`src/rtl/pop_scan_sequencer.sv`:
```
`timescale 1ns/1ps
// Ramsey/free-precession scan controller: steps fp_time per point, holds each point for a
// programmed number of POP cycles, and strobes each new value into the POP timer.
module pop_scan_sequencer #(
  parameter int WIDTH = 16,
  parameter int CNT_W = 16
) (
  input  logic             clk_2M5,
  input  logic             reset_n,
  input  logic             enable,
  input  logic             start,
  input  logic             abort,
  input  logic [WIDTH-1:0] fp_start,
  input  logic [WIDTH-1:0] fp_step,
  input  logic [CNT_W-1:0] n_points,
  input  logic [CNT_W-1:0] cycles_per_point,
  input  logic             cycle_done,
  output logic [WIDTH-1:0] fp_time,
  output logic             fp_load,
  output logic [CNT_W-1:0] point_index,
  output logic             point_marker,
  output logic             busy,
  output logic             scan_done,
  output logic             sat
);

  typedef enum logic [2:0] {
    S_IDLE = 3'd0,
    S_ARM  = 3'd1,
    S_RUN  = 3'd2,
    S_STEP = 3'd3,
    S_DONE = 3'd4
  } state_t;

  state_t           r_state;
  state_t           w_state_nxt;
  logic [WIDTH-1:0] r_fp_step;
  logic [WIDTH-1:0] w_fp_step_nxt;
  logic [CNT_W-1:0] r_n_points;
  logic [CNT_W-1:0] w_n_points_nxt;
  logic [CNT_W-1:0] r_cpp;
  logic [CNT_W-1:0] w_cpp_nxt;
  logic [CNT_W-1:0] r_cyc_cnt;
  logic [CNT_W-1:0] w_cyc_cnt_nxt;
  logic [WIDTH-1:0] r_fp_time;
  logic [WIDTH-1:0] w_fp_time_nxt;
  logic             r_fp_load;
  logic             w_fp_load_nxt;
  logic [CNT_W-1:0] r_point_index;
  logic [CNT_W-1:0] w_point_index_nxt;
  logic             r_point_marker;
  logic             w_point_marker_nxt;
  logic             r_busy;
  logic             w_busy_nxt;
  logic             r_scan_done;
  logic             w_scan_done_nxt;
  logic             r_sat;
  logic             w_sat_nxt;

  logic             w_abort;
  logic [CNT_W-1:0] w_cpp_eff;
  logic [CNT_W:0]   w_cyc_inc;
  logic             w_last_cycle;
  logic             w_last_point;
  logic [WIDTH:0]   w_sum;
  logic [WIDTH-1:0] w_fp_sat;

  // Extended-width add so the carry out is visible for saturation.
  function automatic logic [WIDTH:0] add_ext(input logic [WIDTH-1:0] a, input logic [WIDTH-1:0] b);
    return {1'b0, a} + {1'b0, b};
  endfunction

  assign w_abort      = abort | ~enable;
  assign w_cpp_eff    = (r_cpp == '0) ? {{(CNT_W-1){1'b0}}, 1'b1} : r_cpp;
  assign w_cyc_inc    = {1'b0, r_cyc_cnt} + {{CNT_W{1'b0}}, 1'b1};
  assign w_last_cycle = (w_cyc_inc == {1'b0, w_cpp_eff});
  assign w_last_point = (({1'b0, r_point_index} + {{CNT_W{1'b0}}, 1'b1}) == {1'b0, r_n_points});
  assign w_sum        = add_ext(r_fp_time, r_fp_step);
  assign w_fp_sat     = w_sum[WIDTH] ? {WIDTH{1'b1}} : w_sum[WIDTH-1:0];

  // Next-state and next-output decode; abort/enable-low wins over everything outside IDLE.
  always_comb begin
    w_state_nxt        = r_state;
    w_fp_step_nxt      = r_fp_step;
    w_n_points_nxt     = r_n_points;
    w_cpp_nxt          = r_cpp;
    w_cyc_cnt_nxt      = r_cyc_cnt;
    w_fp_time_nxt      = r_fp_time;
    w_fp_load_nxt      = 1'b0;
    w_point_index_nxt  = r_point_index;
    w_point_marker_nxt = 1'b0;
    w_busy_nxt         = r_busy;
    w_scan_done_nxt    = 1'b0;
    w_sat_nxt          = r_sat;
    case (r_state)
      S_IDLE: begin
        w_busy_nxt = 1'b0;
        if (start && !w_abort) begin
          if (n_points == '0) begin
            w_scan_done_nxt = 1'b1;
          end else begin
            w_fp_step_nxt     = fp_step;
            w_n_points_nxt    = n_points;
            w_cpp_nxt         = cycles_per_point;
            w_cyc_cnt_nxt     = '0;
            w_fp_time_nxt     = fp_start;
            w_fp_load_nxt     = 1'b1;
            w_point_index_nxt = '0;
            w_sat_nxt         = 1'b0;
            w_busy_nxt        = 1'b1;
            w_state_nxt       = S_ARM;
          end
        end else begin
          w_state_nxt = S_IDLE;
        end
      end
      S_ARM: begin
        if (w_abort) begin
          w_busy_nxt  = 1'b0;
          w_state_nxt = S_IDLE;
        end else if (cycle_done) begin
          // The cycle in flight at load time ran with stale timing and is not counted.
          w_cyc_cnt_nxt = '0;
          w_state_nxt   = S_RUN;
        end else begin
          w_state_nxt = S_ARM;
        end
      end
      S_RUN: begin
        if (w_abort) begin
          w_busy_nxt  = 1'b0;
          w_state_nxt = S_IDLE;
        end else if (cycle_done) begin
          if (w_last_cycle) begin
            w_cyc_cnt_nxt = '0;
            w_state_nxt   = w_last_point ? S_DONE : S_STEP;
          end else begin
            w_cyc_cnt_nxt = w_cyc_inc[CNT_W-1:0];
          end
        end else begin
          w_state_nxt = S_RUN;
        end
      end
      S_STEP: begin
        if (w_abort) begin
          w_busy_nxt  = 1'b0;
          w_state_nxt = S_IDLE;
        end else begin
          w_fp_time_nxt      = w_fp_sat;
          w_sat_nxt          = r_sat | w_sum[WIDTH];
          w_point_index_nxt  = r_point_index + CNT_W'(1);
          w_fp_load_nxt      = 1'b1;
          w_point_marker_nxt = 1'b1;
          w_state_nxt        = S_ARM;
        end
      end
      S_DONE: begin
        w_busy_nxt  = 1'b0;
        w_state_nxt = S_IDLE;
        if (w_abort) begin
          w_scan_done_nxt = 1'b0;
        end else begin
          w_scan_done_nxt = 1'b1;
        end
      end
      default: begin
        w_busy_nxt  = 1'b0;
        w_state_nxt = S_IDLE;
      end
    endcase
  end

  // State and output registers.
  always_ff @(posedge clk_2M5 or negedge reset_n) begin
    if (!reset_n) begin
      r_state        <= S_IDLE;
      r_fp_step      <= '0;
      r_n_points     <= '0;
      r_cpp          <= '0;
      r_cyc_cnt      <= '0;
      r_fp_time      <= '0;
      r_fp_load      <= 1'b0;
      r_point_index  <= '0;
      r_point_marker <= 1'b0;
      r_busy         <= 1'b0;
      r_scan_done    <= 1'b0;
      r_sat          <= 1'b0;
    end else begin
      r_state        <= w_state_nxt;
      r_fp_step      <= w_fp_step_nxt;
      r_n_points     <= w_n_points_nxt;
      r_cpp          <= w_cpp_nxt;
      r_cyc_cnt      <= w_cyc_cnt_nxt;
      r_fp_time      <= w_fp_time_nxt;
      r_fp_load      <= w_fp_load_nxt;
      r_point_index  <= w_point_index_nxt;
      r_point_marker <= w_point_marker_nxt;
      r_busy         <= w_busy_nxt;
      r_scan_done    <= w_scan_done_nxt;
      r_sat          <= w_sat_nxt;
    end
  end

  assign fp_time      = r_fp_time;
  assign fp_load      = r_fp_load;
  assign point_index  = r_point_index;
  assign point_marker = r_point_marker;
  assign busy         = r_busy;
  assign scan_done    = r_scan_done;
  assign sat          = r_sat;

endmodule

```
`config.mk`:
```
export PLATFORM = sky130hd
export DESIGN_NAME = pop_scan_sequencer
export DESIGN_NICKNAME = d
export VERILOG_FILES = /design/src/rtl/pop_scan_sequencer.sv
export SDC_FILE = /design/constraint.sdc
export NUM_CORES = 1
export LEC_CHECK = 0
export CORE_UTILIZATION = 55
export CTS_CLUSTER_SIZE = 40
export DETAILED_ROUTE_END_ITERATION = 8
export PLACE_DENSITY = 0.82
export SLEW_MARGIN = 20
export SYNTH_ARGS = -nofsm -noshare
export SYNTH_HDL_FRONTEND = slang
export SYNTH_SLANG_ARGS = --single-unit
```
`constraint.sdc`:
```
create_clock -name clk_2M5 -period 2.86 [get_ports clk_2M5]
set_clock_uncertainty 0.15 [all_clocks]
set_input_delay 0.572 -clock clk_2M5 [delete_from_list [all_inputs] [get_ports clk_2M5]]
set_output_delay 0.572 -clock clk_2M5 [all_outputs]
set_load 0.005 [all_outputs]
```
# --- After elaboration in Yosys (flattened, before gate mapping) ---
# Index checks and enable logic that the tools add are counted.
totals:
  word_cells: 88
  register_bits: 104
  out_inout_bits: 37
  in_bits: 70
op_classes:
  bitwise_logic: 4
  mux: 40
  add_sub_neg: 4
  n_eq_ne: 16
  reduce_logical: 12
ops:
  columns: ["op", "n"]
  rows:
  - ["$mux W16", 13]
  - ["$pmux W16 S2", 2]
  - ["$pmux W16 S3", 1]
  - ["$add A16 B1 Y17 const B", 2]
  - ["$eq A17 B16 Y1", 2]
  - ["$logic_not A16 Y1", 2]
  - ["$mux W3", 6]
  - ["$add A16 B16 Y17", 1]
  - ["$add A16 B1 Y16 const B", 1]
  - ["$ne A2 B2 Y1 const B", 7]
  - ["$pmux W3 S4", 1]
  - ["$mux W1", 11]
  - ["$pmux W1 S2", 4]
  - ["$reduce_and A7 Y1", 1]
  - ["$eq A3 B2 Y1 const B", 2]
  - ["$mux W2", 2]
  - ["$ne A4 B4 Y1 const B", 1]
  - ["$reduce_and A4 Y1", 1]
  - ["$eq A3 B1 Y1 const B", 1]
  - ["$eq A3 B3 Y1 const B", 1]
  - ["$logic_not A3 Y1", 1]
  - ["$ne A3 B3 Y1 const B", 1]
  - ["$reduce_and A3 Y1", 1]
  - ["$reduce_bool A3 Y1", 1]
  - ["8 further kinds", 10]

# --- Longest topological paths before layout ---
depth:
  ltp_word: 7
  depth_mapped: 11
  mapped_depth_nobuf: 10

# --- Worst setup path before layout ---
# Ideal clock, no wire load.
synth_path:
  path_kind: "flip-flop to flip-flop"
  start: "register r_point_index[0], in the netlist point_index[0]"
  end: "register r_state[0]"
  path_stages_with_launch: 9
  path_buffers: 0
  t_arrival_ps: 2376
  setup_slack_ps: 214
  synth_period_minus_slack_ps: 2646
  setup_time_ps: 120
  required_time_ps: 2590
  path_cell_list: "dfrtp_1 > ha_1 > xor2_1 > or3_1 > a211o_1 > nor4_2 > nand4_1 > o31a_1 > o211a_1"
synth_between:
  elab_chain_cells: 7
synth_rtl:
  columns: ["item", "line_no", "text"]
  rows:
  - ["from (decl)", "49", "logic [CNT_W-1:0] r_point_index;"]
  - ["from (signal assigned)", "196", "r_point_index <= w_point_index_nxt;"]
  - ["$add A16 B1 Y17", "77", "assign w_last_point = (({1'b0, r_point_index} + {{CNT_W{1'b0}}, 1'b1}) == {1'b0, r_n_points});"]
  - ["$eq A17 B16 Y1", "77", null]
  - ["$mux W3", "136", "w_state_nxt = w_last_point ? S_DONE : S_STEP;"]
  - ["$mux W3", "134", "if (w_last_cycle) begin"]
  - ["$mux W3", "133", "end else if (cycle_done) begin"]
  - ["$mux W3", "130", "if (w_abort) begin"]
  - ["$pmux W3 S4", "95", "case (r_state)"]
  - ["to (signal assigned)", "189", "r_state <= w_state_nxt;"]
  - ["to (decl)", "35", "state_t r_state;"]
# Every way passes these cells. The select of a mux whose other input is x is not followed.
# A chain may end at the register's enable or synchronous reset.

# --- Final worst setup path ---
layout_path:
  start: "register r_fp_time[0], in the netlist fp_time[0]"
  end: "register r_fp_time[12], in the netlist fp_time[12]"
layout_between:
  elab_chain_cells: 4
layout_rtl:
  columns: ["item", "line_no", "text"]
  rows:
  - ["from (decl)", "45", "logic [WIDTH-1:0] r_fp_time;"]
  - ["from (signal assigned)", "194", "r_fp_time <= w_fp_time_nxt;"]
  - ["$add A16 B16 Y17", "70", "return {1'b0, a} + {1'b0, b};"]
  - ["$mux W16", "79", "assign w_fp_sat = w_sum[WIDTH] ? {WIDTH{1'b1}} : w_sum[WIDTH-1:0];"]
  - ["$mux W16", "145", "if (w_abort) begin"]
  - ["$pmux W16 S2", "95", null]
# Every way passes these cells. The select of a mux whose other input is x is not followed.

==> results.tsv <==
metric	value	unit
DIE HEIGHT	112.1	um
clock root buffer	clkbuf_16	
Worst IR Drop VDD	0.4424	mV
EDFF count, synth	0	
starting DRC count in detailed routing	421	
Final Util	73.54	%
Setup TNS	0	ns
first-pass GRT wire length	30080	um
switching share of power	32.26	%
core area	0.01161	mm^2
max cap viols	0	
CTS tree	built	
Nets	923	
Int Pwr	3.091	mW
hold crit path type	in -> async	
I/O Pins	107	
Post-Synthesis Cells	704	
max_slew headroom	56.08	%
top-area cell type share of the netlist area	39.01	%
Final Hold Vio Count	0	
Crit Path Class	reg -> reg	
Final Total Pwr	4.563	mW
IO Port Bufs	106	
PD cells	534.2	mW/mm^2
Comb pwr share	32.2	%
FF+latch count, synth	104	
WL/cell	18.31	um
top cells by area, synth	dfrtp_1, mux2_2, xnor2_1, o21ai_0, nand2_1	
GRT overflow	0	
final number of max-transition violations	0	
vias post-DR	6160	
sequential share of power	40.8	%
actual slew at the worst max-slew pin	0.6588	ns
post-synthesis net count	793	
die outline area	0.01257	mm^2
Clk pwr share	27.1	%
remaining routing DRC violations	4	
YS warnings	0	
clock sink total	104	
Pre-antenna DRT Iters	7	
WL final	17980	um
die width	112.1	um
gp weighted congestion	0.8953	
area delta synth->final	28.02	%
minimum clock period	2.739	ns
period utilization	95.76	%
violated checks	design-rule violations	
H-tree depth	3	
all-layer global routing usage	29.70	%
Site Rows	39	
Detail Route Antenna Nets	0	
Netlist cell types	74	
share of post-route cells with drive strength above 1	18.36	%
P_sw	1.472	mW
Worst Setup Start Kind	flip-flop	
pin count of the biggest net entering global routing	53	
status	finished, violations left	
Ant. Diodes	0	
WP data required	2.99	ns
leakage	3.585	nW
Hold WS	0.09962	ns
Post-Synthesis Cell Area	0.006671	mm^2
Clk Latency, worst-skew pair	0.36	ns
DR vias/cell	6.273	
FFs w/ async S/R, synth	100.0	%
antenna violations before repair	0	
Synth Flop Type	dfrtp_1	
Finish-stage setup viols	0	
vias in the first global route	6223	
fillers	803	
Mean Syn Cell Area	9.476	um^2
area leader, netlist	dfrtp_1	
sequential element share of the synthesized area	39.01	%
arrival time at the worst endpoint	2.87	ns
clk buf depth	2	
initial core utilization	57.44	%
CTS Buf Count	9	
worst-path fanout max	8	
Clock Pin Slew Worst Setup and Hold Paths	0.07	ns
placed wire-length estimate	12950	um
FMAX	0.3651	GHz
Worst setup EP type	flip-flop	
[kinds of logic (layout without fill, tap and decap cells)]
group,Yosys count,count (layout),synth area share [%]
adders and majority gates,19,19,3.676
xor gates and xnor gates,56,56,7.352
AOI/OAI and AO/OA,166,166,16.41
and+or+nand+nor,249,249,20.97
buffers and inverters,58,193,3.845
muxes,52,52,8.740
DFF,104,104,39.01
[layout make-up]
class	instances	area, um^2	share of cell area [%]
clock buffer	12	256.5	3.003
clock inverter	4	36.28	0.4248
inverter	19	71.32	0.8350
multi-input combinational	542	3891	45.56
sequential	104	2604	30.49
tap	143	178.9	2.095
timing repair buffer	158	1503	17.59
[flip-flops by register name, indices dropped and copies added, names as in the netlist]
register / count
r_cpp: 16
point_index: 16
r_n_points: 16
fp_load: 1
fp_time: 16
r_fp_step: 16
r_state: 3
sat: 1
r_cyc_cnt: 16
busy: 1
scan_done: 1
point_marker: 1
[layer usage]
layer / vias to the layer above / part of all wire, % / global-route usage [%]
li1: 2867 / - / -
met1: 3017 / 42 / 37.16
met2: 239 / 50 / 50.77
met3: 37 / 6.1 / 6.803
met4: 0 / 2.3 / 10.04
met5: - / 0 / 0
[cells in the final DEF (no fill, tap or decap), types with 19 or more instances in the layout]
cell type        netlist  layout
clkdlybuf4s50_1        0     105
dfrtp_1              104     103
nand2_1               62      61
o21ai_0               54      53
mux2_2                50      50
buf_4                  4      48
nor2_1                38      38
xnor2_1               37      37
nand3_1               31      30
xor2_1                19      19
nor3_1                19      19
[worst paths after layout]
| kind | end | startpoint | cells after the start | slack [ns] |
|---|---|---|---|---|
| max in group asynchronous | point_index[3] | reset_n | 2 | 1.69 |
| hold reg to reg | sat | sat | 1 | 0.36 |
| setup / recovery | fp_time[12] | fp_time[0] | 11 | 0.12 |
| setup reg to reg | fp_time[12] | fp_time[0] | 11 | 0.12 |
| min in group clk_2M5 | sat | sat | 1 | 0.36 |
| hold / removal | r_fp_step[11] | reset_n | 1 | 0.1 |
[metrics by stage]
step | instance area, um^2 | instances | setup slack (ns)
floorplan | 6671 | 704 | 0.2135
global placement | 8132 | 959 | 0.008944
detailed placement | 8132 | 959 | -0.06883
CTS | 8427 | 975 | 0.07000
global route | 8541 | 982 | -0.06596
finish | 8541 | 982 | 0.1213
[power by group through the flow]
stage	clock network, mW	logic, mW	registers [mW]
floorplan	0	0.964	1.82
global placement	0	1.35	1.87
detailed placement	0	1.40	1.88
CTS	1.25	1.42	1.86
global route	1.31	1.61	1.88
finish	1.23	1.47	1.86
[cells in the mapped netlist, types with 8 or more instances]
cell,number
nor3_1,19
and3_1,15
a22oi_1,10
ha_1,18
xnor2_1,37
a21oi_1,13
o21ai_0,54
xor2_1,19
o22ai_1,17
nand4_1,15
nand2_1,62
buf_2,13
nand3_1,31
o31ai_1,8
nor4_1,10
dfrtp_1,104
inv_1,18
nor2_1,38
clkbuf_1,21
mux2_2,50
[worst max-delay path, cell delays in order (launching register included)]
cell and delay [ns]:
dfrtp_1 0.39, ha_1 0.18, inv_1 0.06, fa_1 0.43, nor2b_2 0.17, o31a_1 0.28
o2111ai_2 0.14, and3_4 0.24, o21ai_2 0.17, buf_4 0.20, o22ai_1 0.11, o21ai_0 0.14
[repair_timing]
item | in CTS | in global routing
gates cloned | 0 | 1
resized for setup | 1 | 16
setup endpoints to repair | 1 | 32
hold buffers | 0 | 0
pin swaps | 0 | 5
buffers inserted | 0 | 6
Note: power is estimated with default switching activity, not from simulation.
